===== config.mk =====
export PLATFORM = sky130hd
export DESIGN_NAME = pipeline_hazard_ctrl_flat
export DESIGN_NICKNAME = d
export VERILOG_FILES = /design/src/rtl/procfilt_hazard_pkg.sv /design/src/rtl/pipeline_hazard_ctrl_if.sv /design/src/rtl/hazard_reg_match.sv /design/src/rtl/pipeline_hazard_ctrl.sv /design/src/flat_wrapper.sv
export SDC_FILE = /design/constraint.sdc
export NUM_CORES = 1
export LEC_CHECK = 0
export CAP_MARGIN = 30
export CORE_MARGIN = 2
export CORE_UTILIZATION = 52
export CTS_CLUSTER_SIZE = 8
export DETAILED_ROUTE_END_ITERATION = 7
export PLACE_DENSITY = 0.95
export SLEW_MARGIN = 40
export SYNTH_ARGS = -nofsm -noshare
export SYNTH_HDL_FRONTEND = slang
export SYNTH_SLANG_ARGS = --single-unit

===== constraint.sdc =====
create_clock -name clk -period 9 [get_ports clk]
set_input_delay 2.7 -clock clk [delete_from_list [all_inputs] [get_ports clk]]
set_output_delay 2.7 -clock clk [all_outputs]
set_load 0.01 [all_outputs]

===== src/rtl/procfilt_hazard_pkg.sv =====
// Shared types and helpers for the REG->EXE hazard controller.
package procfilt_hazard_pkg;

  localparam int unsigned CNT_W = 8;
  localparam int unsigned REG_W = 4;

  localparam logic [1:0] FWD_RF  = 2'b00;
  localparam logic [1:0] FWD_EXE = 2'b01;
  localparam logic [1:0] FWD_MEM = 2'b10;
  localparam logic [1:0] FWD_WB  = 2'b11;

  typedef enum logic [1:0] {
    StRun     = 2'd0,
    StLdStall = 2'd1,
    StBrFlush = 2'd2,
    StMcWait  = 2'd3
  } hz_state_e;

  function automatic logic [CNT_W-1:0] cnt_inc(input logic [CNT_W-1:0] c);
    return (c == '1) ? c : c + 1'b1;
  endfunction

  function automatic logic [CNT_W-1:0] cnt_dec(input logic [CNT_W-1:0] c);
    return (c == '0) ? c : c - 1'b1;
  endfunction

  // A matching load in EXE has no data yet; older stages hold stale values, so use the regfile.
  function automatic logic [1:0] fwd_sel(input logic exe, input logic exe_load,
                                         input logic mem, input logic wb);
    if (exe)      return exe_load ? FWD_RF : FWD_EXE;
    else if (mem) return FWD_MEM;
    else if (wb)  return FWD_WB;
    else          return FWD_RF;
  endfunction

endpackage


===== src/rtl/pipeline_hazard_ctrl_if.sv =====
// Decode-side hazard bus: pipeline status in, stage enables/flushes and forwarding selects out.
interface pipeline_hazard_ctrl_if;
  import procfilt_hazard_pkg::*;

  logic [REG_W-1:0] i_id_Ra;
  logic [REG_W-1:0] i_id_Rb;
  logic             i_id_useA;
  logic             i_id_useB;
  logic [REG_W-1:0] i_exe_Robj;
  logic             i_exe_wr;
  logic             i_exe_load;
  logic [REG_W-1:0] i_mem_Robj;
  logic             i_mem_wr;
  logic [REG_W-1:0] i_wb_Robj;
  logic             i_wb_wr;
  logic             i_br_taken;
  logic             i_mc_start;
  logic             i_mc_done;

  logic             o_en_pc;
  logic             o_en_if_id;
  logic             o_en_reg_exe;
  logic             o_flush_if_id;
  logic             o_flush_reg_exe;
  logic [1:0]       o_fwdA;
  logic [1:0]       o_fwdB;
  logic [1:0]       o_state;
  logic             o_err;

  modport master (
    output i_id_Ra, i_id_Rb, i_id_useA, i_id_useB, i_exe_Robj, i_exe_wr, i_exe_load,
           i_mem_Robj, i_mem_wr, i_wb_Robj, i_wb_wr, i_br_taken, i_mc_start, i_mc_done,
    input  o_en_pc, o_en_if_id, o_en_reg_exe, o_flush_if_id, o_flush_reg_exe,
           o_fwdA, o_fwdB, o_state, o_err
  );

  modport slave (
    input  i_id_Ra, i_id_Rb, i_id_useA, i_id_useB, i_exe_Robj, i_exe_wr, i_exe_load,
           i_mem_Robj, i_mem_wr, i_wb_Robj, i_wb_wr, i_br_taken, i_mc_start, i_mc_done,
    output o_en_pc, o_en_if_id, o_en_reg_exe, o_flush_if_id, o_flush_reg_exe,
           o_fwdA, o_fwdB, o_state, o_err
  );

endinterface


===== src/rtl/hazard_reg_match.sv =====
// Source/destination register comparator shared by all forwarding and load-use checks.
module hazard_reg_match
  import procfilt_hazard_pkg::*;
#(
    parameter bit R0_ZERO = 1'b1
) (
    input  logic [REG_W-1:0] rx,
    input  logic             rd_en,
    input  logic [REG_W-1:0] robj,
    input  logic             wr,
    output logic             match
);

  logic rx_is_r0;

  assign rx_is_r0 = R0_ZERO && (rx == '0);
  assign match    = wr && rd_en && (robj == rx) && !rx_is_r0;

endmodule


===== src/rtl/pipeline_hazard_ctrl.sv =====
// Stall/flush sequencer for the REG->EXE pipeline register with EXE operand forwarding.
module pipeline_hazard_ctrl
  import procfilt_hazard_pkg::*;
#(
    parameter int unsigned LOAD_LAT   = 1,
    parameter int unsigned BR_PENALTY = 2,
    parameter int unsigned MC_TIMEOUT = 255,
    parameter bit          R0_ZERO    = 1'b1
) (
    input logic                   clk,
    input logic                   rst_n,
    pipeline_hazard_ctrl_if.slave hz
);

  localparam logic [CNT_W-1:0] LdInit  = CNT_W'(LOAD_LAT - 1);
  localparam logic [CNT_W-1:0] BrInit  = CNT_W'(BR_PENALTY - 1);
  localparam logic [CNT_W-1:0] McLimit = CNT_W'(MC_TIMEOUT);

  hz_state_e        state_q;
  logic [CNT_W-1:0] cnt_q;
  logic             err_q;

  logic exe_a, exe_b, mem_a, mem_b, wb_a, wb_b;
  logic load_use, mc_begin, mc_timeout;

  hazard_reg_match #(.R0_ZERO(R0_ZERO)) u_exe_a (
    .rx(hz.i_id_Ra), .rd_en(hz.i_id_useA), .robj(hz.i_exe_Robj), .wr(hz.i_exe_wr), .match(exe_a)
  );
  hazard_reg_match #(.R0_ZERO(R0_ZERO)) u_exe_b (
    .rx(hz.i_id_Rb), .rd_en(hz.i_id_useB), .robj(hz.i_exe_Robj), .wr(hz.i_exe_wr), .match(exe_b)
  );
  hazard_reg_match #(.R0_ZERO(R0_ZERO)) u_mem_a (
    .rx(hz.i_id_Ra), .rd_en(hz.i_id_useA), .robj(hz.i_mem_Robj), .wr(hz.i_mem_wr), .match(mem_a)
  );
  hazard_reg_match #(.R0_ZERO(R0_ZERO)) u_mem_b (
    .rx(hz.i_id_Rb), .rd_en(hz.i_id_useB), .robj(hz.i_mem_Robj), .wr(hz.i_mem_wr), .match(mem_b)
  );
  hazard_reg_match #(.R0_ZERO(R0_ZERO)) u_wb_a (
    .rx(hz.i_id_Ra), .rd_en(hz.i_id_useA), .robj(hz.i_wb_Robj), .wr(hz.i_wb_wr), .match(wb_a)
  );
  hazard_reg_match #(.R0_ZERO(R0_ZERO)) u_wb_b (
    .rx(hz.i_id_Rb), .rd_en(hz.i_id_useB), .robj(hz.i_wb_Robj), .wr(hz.i_wb_wr), .match(wb_b)
  );

  assign load_use   = hz.i_exe_load && (exe_a || exe_b);
  // A multi-cycle op that finishes in its start cycle is just a normal instruction.
  assign mc_begin   = hz.i_mc_start && !hz.i_mc_done;
  assign mc_timeout = (cnt_q == McLimit) && !hz.i_mc_done;

  always_ff @(posedge clk or negedge rst_n) begin
    if (!rst_n) begin
      state_q <= StRun;
      cnt_q   <= '0;
      err_q   <= 1'b0;
    end else begin
      unique case (state_q)
        StRun: begin
          if (hz.i_br_taken) begin
            if (BR_PENALTY > 1) begin
              state_q <= StBrFlush;
              cnt_q   <= BrInit;
            end
          end else if (mc_begin) begin
            state_q <= StMcWait;
            cnt_q   <= '0;
          end else if (load_use) begin
            if (LOAD_LAT > 1) begin
              state_q <= StLdStall;
              cnt_q   <= LdInit;
            end
          end
        end
        StLdStall, StBrFlush: begin
          if (cnt_q <= 1) begin
            state_q <= StRun;
            cnt_q   <= '0;
          end else begin
            cnt_q <= cnt_dec(cnt_q);
          end
        end
        StMcWait: begin
          if (hz.i_mc_done) begin
            state_q <= StRun;
            cnt_q   <= '0;
          end else if (mc_timeout) begin
            state_q <= StRun;
            cnt_q   <= '0;
            err_q   <= 1'b1;
          end else begin
            cnt_q <= cnt_inc(cnt_q);
          end
        end
        default: begin
          state_q <= StRun;
          cnt_q   <= '0;
        end
      endcase
    end
  end

  logic       en_pc, en_if_id, en_reg_exe, flush_if_id, flush_reg_exe;
  logic [1:0] fwd_a, fwd_b;

  always_comb begin
    en_pc         = 1'b1;
    en_if_id      = 1'b1;
    en_reg_exe    = 1'b1;
    flush_if_id   = 1'b0;
    flush_reg_exe = 1'b0;
    fwd_a         = FWD_RF;
    fwd_b         = FWD_RF;
    if (!rst_n) begin
      en_pc         = 1'b0;
      en_if_id      = 1'b0;
      en_reg_exe    = 1'b0;
      flush_if_id   = 1'b1;
      flush_reg_exe = 1'b1;
    end else begin
      fwd_a = fwd_sel(exe_a, hz.i_exe_load, mem_a, wb_a);
      fwd_b = fwd_sel(exe_b, hz.i_exe_load, mem_b, wb_b);
      unique case (state_q)
        StRun: begin
          if (hz.i_br_taken) begin
            flush_if_id   = 1'b1;
            flush_reg_exe = 1'b1;
          end else if (mc_begin) begin
            en_pc      = 1'b0;
            en_if_id   = 1'b0;
            en_reg_exe = 1'b0;
          end else if (load_use) begin
            en_pc         = 1'b0;
            en_if_id      = 1'b0;
            flush_reg_exe = 1'b1;
          end
        end
        StLdStall: begin
          en_pc         = 1'b0;
          en_if_id      = 1'b0;
          flush_reg_exe = 1'b1;
        end
        StBrFlush: begin
          flush_if_id   = 1'b1;
          flush_reg_exe = 1'b1;
        end
        StMcWait: begin
          if (!hz.i_mc_done) begin
            en_pc         = 1'b0;
            en_if_id      = 1'b0;
            en_reg_exe    = 1'b0;
            flush_reg_exe = mc_timeout;
          end
        end
        default: ;
      endcase
    end
  end

  assign hz.o_en_pc         = en_pc;
  assign hz.o_en_if_id      = en_if_id;
  assign hz.o_en_reg_exe    = en_reg_exe;
  assign hz.o_flush_if_id   = flush_if_id;
  assign hz.o_flush_reg_exe = flush_reg_exe;
  assign hz.o_fwdA          = fwd_a;
  assign hz.o_fwdB          = fwd_b;
  assign hz.o_state         = state_q;
  assign hz.o_err           = err_q;

endmodule


===== src/flat_wrapper.sv =====
// flat-port wrapper written by rule: the top's interface ports become plain ports
module pipeline_hazard_ctrl_flat import procfilt_hazard_pkg::*;
#(
    parameter int unsigned LOAD_LAT   = 1,
    parameter int unsigned BR_PENALTY = 2,
    parameter int unsigned MC_TIMEOUT = 255,
    parameter bit          R0_ZERO    = 1'b1
)
  (clk, rst_n, hz_i_id_Ra, hz_i_id_Rb, hz_i_id_useA, hz_i_id_useB, hz_i_exe_Robj, hz_i_exe_wr, hz_i_exe_load, hz_i_mem_Robj, hz_i_mem_wr, hz_i_wb_Robj, hz_i_wb_wr, hz_i_br_taken, hz_i_mc_start, hz_i_mc_done, hz_o_en_pc, hz_o_en_if_id, hz_o_en_reg_exe, hz_o_flush_if_id, hz_o_flush_reg_exe, hz_o_fwdA, hz_o_fwdB, hz_o_state, hz_o_err);
  pipeline_hazard_ctrl_if hz_i ();
  input logic clk;
  input logic rst_n;
  input wire logic [$bits(hz_i.i_id_Ra)-1:0] hz_i_id_Ra;
  input wire logic [$bits(hz_i.i_id_Rb)-1:0] hz_i_id_Rb;
  input wire logic [$bits(hz_i.i_id_useA)-1:0] hz_i_id_useA;
  input wire logic [$bits(hz_i.i_id_useB)-1:0] hz_i_id_useB;
  input wire logic [$bits(hz_i.i_exe_Robj)-1:0] hz_i_exe_Robj;
  input wire logic [$bits(hz_i.i_exe_wr)-1:0] hz_i_exe_wr;
  input wire logic [$bits(hz_i.i_exe_load)-1:0] hz_i_exe_load;
  input wire logic [$bits(hz_i.i_mem_Robj)-1:0] hz_i_mem_Robj;
  input wire logic [$bits(hz_i.i_mem_wr)-1:0] hz_i_mem_wr;
  input wire logic [$bits(hz_i.i_wb_Robj)-1:0] hz_i_wb_Robj;
  input wire logic [$bits(hz_i.i_wb_wr)-1:0] hz_i_wb_wr;
  input wire logic [$bits(hz_i.i_br_taken)-1:0] hz_i_br_taken;
  input wire logic [$bits(hz_i.i_mc_start)-1:0] hz_i_mc_start;
  input wire logic [$bits(hz_i.i_mc_done)-1:0] hz_i_mc_done;
  output wire logic [$bits(hz_i.o_en_pc)-1:0] hz_o_en_pc;
  output wire logic [$bits(hz_i.o_en_if_id)-1:0] hz_o_en_if_id;
  output wire logic [$bits(hz_i.o_en_reg_exe)-1:0] hz_o_en_reg_exe;
  output wire logic [$bits(hz_i.o_flush_if_id)-1:0] hz_o_flush_if_id;
  output wire logic [$bits(hz_i.o_flush_reg_exe)-1:0] hz_o_flush_reg_exe;
  output wire logic [$bits(hz_i.o_fwdA)-1:0] hz_o_fwdA;
  output wire logic [$bits(hz_i.o_fwdB)-1:0] hz_o_fwdB;
  output wire logic [$bits(hz_i.o_state)-1:0] hz_o_state;
  output wire logic [$bits(hz_i.o_err)-1:0] hz_o_err;
  assign hz_i.i_id_Ra = hz_i_id_Ra;
  assign hz_i.i_id_Rb = hz_i_id_Rb;
  assign hz_i.i_id_useA = hz_i_id_useA;
  assign hz_i.i_id_useB = hz_i_id_useB;
  assign hz_i.i_exe_Robj = hz_i_exe_Robj;
  assign hz_i.i_exe_wr = hz_i_exe_wr;
  assign hz_i.i_exe_load = hz_i_exe_load;
  assign hz_i.i_mem_Robj = hz_i_mem_Robj;
  assign hz_i.i_mem_wr = hz_i_mem_wr;
  assign hz_i.i_wb_Robj = hz_i_wb_Robj;
  assign hz_i.i_wb_wr = hz_i_wb_wr;
  assign hz_i.i_br_taken = hz_i_br_taken;
  assign hz_i.i_mc_start = hz_i_mc_start;
  assign hz_i.i_mc_done = hz_i_mc_done;
  assign hz_o_en_pc = hz_i.o_en_pc;
  assign hz_o_en_if_id = hz_i.o_en_if_id;
  assign hz_o_en_reg_exe = hz_i.o_en_reg_exe;
  assign hz_o_flush_if_id = hz_i.o_flush_if_id;
  assign hz_o_flush_reg_exe = hz_i.o_flush_reg_exe;
  assign hz_o_fwdA = hz_i.o_fwdA;
  assign hz_o_fwdB = hz_i.o_fwdB;
  assign hz_o_state = hz_i.o_state;
  assign hz_o_err = hz_i.o_err;
  pipeline_hazard_ctrl #(.LOAD_LAT(LOAD_LAT), .BR_PENALTY(BR_PENALTY), .MC_TIMEOUT(MC_TIMEOUT), .R0_ZERO(R0_ZERO)) u_core (.clk(clk), .rst_n(rst_n), .hz(hz_i));
endmodule

# Word-level counts from Yosys, hierarchy flattened
# Index checks and enable logic that the tools add are counted.
# totals
input_bits,31
regBits,11
elab_cells,97
# classes
n_mux,42
eq_ne,15
add_sub_neg,2
n_bitwise,1
n_reduce_logical,33
n_lt_le_gt_ge,1
# op_table
op,n
two-way mux 8 bit,7
two-way mux 2 bit,13
== test 4 bit,6
case mux 8 bit (3 select lines),1
logical AND 1 bit,21
two-way mux 1 bit,16
"inequality test 3 x 2 -> 1 bit, second input constant",3
AND reduction 3 bit,3
"adder 8 x 1 -> 8 bit, second input constant",1
"== test 8 bit, second input constant",1
"<= comparator 8 x 1 -> 1 bit, second input constant",1
zero test 4 bit,2
zero test 8 bit,1
"subtractor 8 x 1 -> 8 bit, second input constant",1
case mux 1 bit (3 select lines),2
case mux 2 bit (3 select lines),1
"== test 2 bit, second input constant",2
"inequality test 4 x 3 -> 1 bit, second input constant",1
case mux 1 bit (2 select lines),2
zero test 1 bit,3
"== test 2 x 1 -> 1 bit, second input constant",1
zero test 2 bit,1
"inequality test 2 x 1 -> 1 bit, second input constant",1
OR reduction 2 bit,1
other kinds (2),2

# Longest topological paths before layout
# depth
ltp_word,10
mapped_depth,8
ltp_nobuf,7

# Hierarchy
# From an unflattened synthesis, not the netlist that was laid out.
# unflattened
cells_unflattened,187
hier_area_um2,1511.4
# by_module_without_submodules
mod,area_each_um2,cells_each,instances
pipeline_hazard_ctrl,1128.6,139,1
hazard_reg_match,63.8,8,6

# Worst setup path after synthesis
# Ideal clock, no wire load.
# synth_timing
kind,input -> output
from,input port hz_i_id_Ra[0]
to,output port hz_o_en_pc
n_path_buf,2
stages,6
path_slack_ns,2.287
t_arrival_ns,4.013
required_ns,6.300
cell_sequence,clkbuf_1 -> o41a_1 -> and4_1 -> o21ai_1 -> a41o_1 -> buf_4
# synth_between
elab_chain_cells,10
# synth_rtl
item,line_no,source
start: declaration,flat_wrapper.sv:13,input wire logic [$bits(hz_i.i_id_Ra)-1:0] hz_i_id_Ra;
== test 4 bit / zero test 4 bit (equally long branches),"hazard_reg_match.sv:17, hazard_reg_match.sv:16",
logical AND 1 bit / zero test 1 bit (equally long branches),hazard_reg_match.sv:17,assign match = wr && rd_en && (robj == rx) && !rx_is_r0;
logical AND 1 bit *,hazard_reg_match.sv:17,
logical OR 1 bit *,pipeline_hazard_ctrl.sv:45,assign load_use = hz.i_exe_load && (exe_a || exe_b);
logical AND 1 bit *,pipeline_hazard_ctrl.sv:45,
two-way mux 1 bit * (3 in a row),-,
case mux 1 bit (3 select lines) *,-,
two-way mux 1 bit *,-,
end: declaration,flat_wrapper.sv:27,output wire logic [$bits(hz_i.o_en_pc)-1:0] hz_o_en_pc;
# Every way passes the cells marked *; elsewhere a longest branch is shown, timed or not.

# Worst setup path in the final report
# layout_timing
from,input port hz_i_id_Ra[1]
to,output port hz_o_fwdA[0]
# layout_between
elab_chain_cells,7
# layout_rtl
item,line_no,source
== test 4 bit / zero test 4 bit (equally long branches),"hazard_reg_match.sv:17, hazard_reg_match.sv:16",
logical AND 1 bit / zero test 1 bit (equally long branches),hazard_reg_match.sv:17,
logical AND 1 bit,hazard_reg_match.sv:17,
two-way mux 2 bit,procfilt_hazard_pkg.sv:32,else if (wb) return FWD_WB;
two-way mux 2 bit,procfilt_hazard_pkg.sv:31,else if (mem) return FWD_MEM;
two-way mux 2 bit *,procfilt_hazard_pkg.sv:30,if (exe) return exe_load ? FWD_RF : FWD_EXE;
two-way mux 2 bit *,pipeline_hazard_ctrl.sv:112,if (!rst_n) begin
end: declaration,flat_wrapper.sv:32,output wire logic [$bits(hz_i.o_fwdA)-1:0] hz_o_fwdA;
# Marks and branches as above.

==> impl_metrics.toml <==
[clock_tree]
cts_resized = 0
cts_tree = "done"
clkTransAtPathRegs_ns = 0.08
cts_root_buffer = "clkbuf_4"
worstSkewPairLatency_ns = 0.28
numCtsBuffers = 3
post-cts-setup-buffers = 0
cts-htree-levels = 1
ctsHoldBuffers = 0
cts_sinks = 11
ctsLongestPathBuffers = 2

[grt]
grt_pass1_vias = 1500
antenna_found_initial = 0
grt_first_pass_wirelength_um = 6527
grt_max_degree = 21
track_usage_pct = 24.36
grt_overflow = 0

[sta]
rsz0062_at_grt = "false"
slew_headroom_pct = 67.58
worst_clock_skew_ns = 0.009774
period_share_pct = 84.75
min_period_ns = 7.627
setup_tns_ns = 0
setup_viol = 0
worst_pin_slew_ns = 0.4846
slew_violations = 0
whs_ns = 0.4808
fmax_mhz = 131.1
hold_violations = 0

[logic_synthesis]
synthFlopType = "dfrtp_1"
synth_area_leader_cell = "dfrtp_1"
synth_edf_count = 0
synth-async-reset-ratio_pct = 100.0
synth_cells = 191
yosysWarnings = 0
ys_types = 52
synth_seq_cells = 11
synthesis.area_mm2 = 0.001478
yosysSeqAreaShare_pct = 18.63
synth_area_leaders = "dfrtp_1, xor2_1, ha_1, nor2_1, xnor2_1"
synth_top_area_share_pct = 18.63
synth_nets = 230
syn_area_per_cell_um2 = 7.736
yosys-top-cells-count = "xor2_1, nor2_1, dfrtp_1, nand2_1"
synth_most_common_cell = "xor2_1"

[floorplan]
ios = 43
dieHeight_um = 57.31
die_width_um = 57.31
die_area_mm2 = 0.003284
rows = 19
core-area_mm2 = 0.002734
start_util_pct = 54.05

[power_and_ir_drop]
powerDensity_mw_per_mm2 = 63.56
p_leak_nw = 0.8195
ir_drop_uv = 67.82

[route]
vias = 1559
detail_route.wirelength_um = 3945
wl_per_cell_um = 15.47
drtIter0Drc = 71
drc_errors = 0
vias_per_cell = 6.114
drt-pass1-iter-count = 6
drtAntennaViolNets = 0

[setup_path]
cp-end-kind = "output port"
r2r_cells = 5
path_max_fanout = 5
crit_arrival_ns = 4.93
reg2reg_to = "u_core.cnt_q[2]"
r2r_slack_ns = 6.81
r2r_start = "u_core.cnt_q[5]"
crit_type = "primary input to output port"
cp.required_ns = 6.30
cp-start-kind = "primary input"

[outcome]
outcome = "finished, final reports clean"

[final_layout]
multi_input_area_mm2 = 0.001119
fin_nets = 264
nFillCells = 199
seq_area_um2 = 275.3
syn2layout_area_growth_pct = 28.45
antennaDiodeCount = 0
drive_above_1_share_pct = 4.018

[place]
place_congestion = 0.9295
numPortBuffers = 42
hpwl_um = 3029

[worst_hold_path]
hold_end = "u_core.hz.o_err"
worstHoldStart = "u_core.hz.o_err"
hold_class = "register to register"
holdPathStages = 1

[job]
max-cap-violations = 0
through the flow:
| stage | cell area (um2) | setup WS (ns) | util (%) | instances | total power, mW |
|---|---|---|---|---|---|
| after floorplan | 1478 | 2.287 | - | 191 | 0.06491 |
| after global placement | 1876 | 1.385 | 68.60 | 251 | 0.08547 |
| after detailed placement | 1876 | 1.408 | 68.60 | 251 | 0.08617 |
| after CTS | 1903 | 1.382 | 69.61 | 255 | 0.1216 |
| after global routing | 1898 | 1.223 | 69.43 | 255 | 0.1266 |
| final | 1898 | 1.373 | 69.43 | 255 | 0.1206 |
where the power goes:
group | switching (mW) | leakage, nW | internal, mW | total (mW)
clock | 0.0189 | 0.0177 | 0.0165 | 0.0354
combinational | 0.0157 | 0.684 | 0.0202 | 0.0359
sequential | 0 | 0.118 | 0.0494 | 0.0494
total | 0.0346 | 0.820 | 0.0860 | 0.121
area by class of cell:
cell class                      instances  area share, %
Clock buffer                            3          1.187
Clock inverter                          1         0.2637
Inverter                                6          1.187
Multi-Input combinational cell        161          58.93
Sequential cell                        11          14.50
Tap cell                               31          2.044
Timing Repair Buffer                   42          21.89
worst max-delay path by stage:
| stage | slack, ns | end | startpoint |
|---|---|---|---|
| after floorplan | 2.29 | hz_o_en_pc | hz_i_id_Ra[0] |
| after global placement | 1.38 | hz_o_fwdA[0] | hz_i_id_Ra[0] |
| after detailed placement | 1.41 | hz_o_fwdA[0] | hz_i_id_Ra[0] |
| after CTS | 1.38 | hz_o_fwdA[0] | hz_i_id_Ra[0] |
| after global routing | 1.22 | hz_o_flush_reg_exe | hz_i_id_Rb[2] |
| final | 1.37 | hz_o_fwdA[0] | hz_i_id_Ra[1] |
state kept, by name, summed over array words and instances, names as in the netlist:
signal and count:
u_core.hz.o_state 2, u_core.hz.o_err 1, u_core.cnt_q 8
metal layers:
| metal | track usage [%] | vias to the layer above | wire [um] | part of all wire (%) |
|---|---|---|---|---|
| met4 | 4.651 | 0 | 34 | 0.86 |
| met3 | 4.082 | 4 | 304 | 7.7 |
| met1 | 33.19 | 726 | 1727 | 44 |
| met5 | 0 | - | 0 | 0 |
| li1 | - | 762 | - | - |
| met2 | 41.05 | 67 | 1878 | 48 |
cells in the final DEF, fill, tap and decap left out, types with 6 or more instances in the layout:
cell type        count
a21oi_1              7
and3_1               6
clkdlybuf4s50_1     41
dfrtp_1             11
ha_1                 8
inv_1                6
nand2_1             11
nand3_1              7
nor2_1              18
nor3_1               9
o21ai_1              9
xnor2_1              7
xor2_1              19
critical path, cell delays in order:
cell	delay [ns]
clkdlybuf4s50_1	0.54
o41ai_1	0.49
nor4_1	0.14
and3_1	0.22
nor3_1	0.16
o21a_1	0.14
clkdlybuf4s50_1	0.53
kinds of logic after synthesis:
kind of cell	Yosys count	share of synthesized area, %
AND/OR/NAND/NOR	79	28.62
AO/OA/AOI/OAI	47	24.22
XOR/XNOR	26	15.41
buffers and inverters	19	5.672
flip-flops	11	18.63
adder cells (fa/ha/maj)	8	6.774
multiplexers	1	0.6774
No activity file was read; power rests on OpenSTA's default activity.
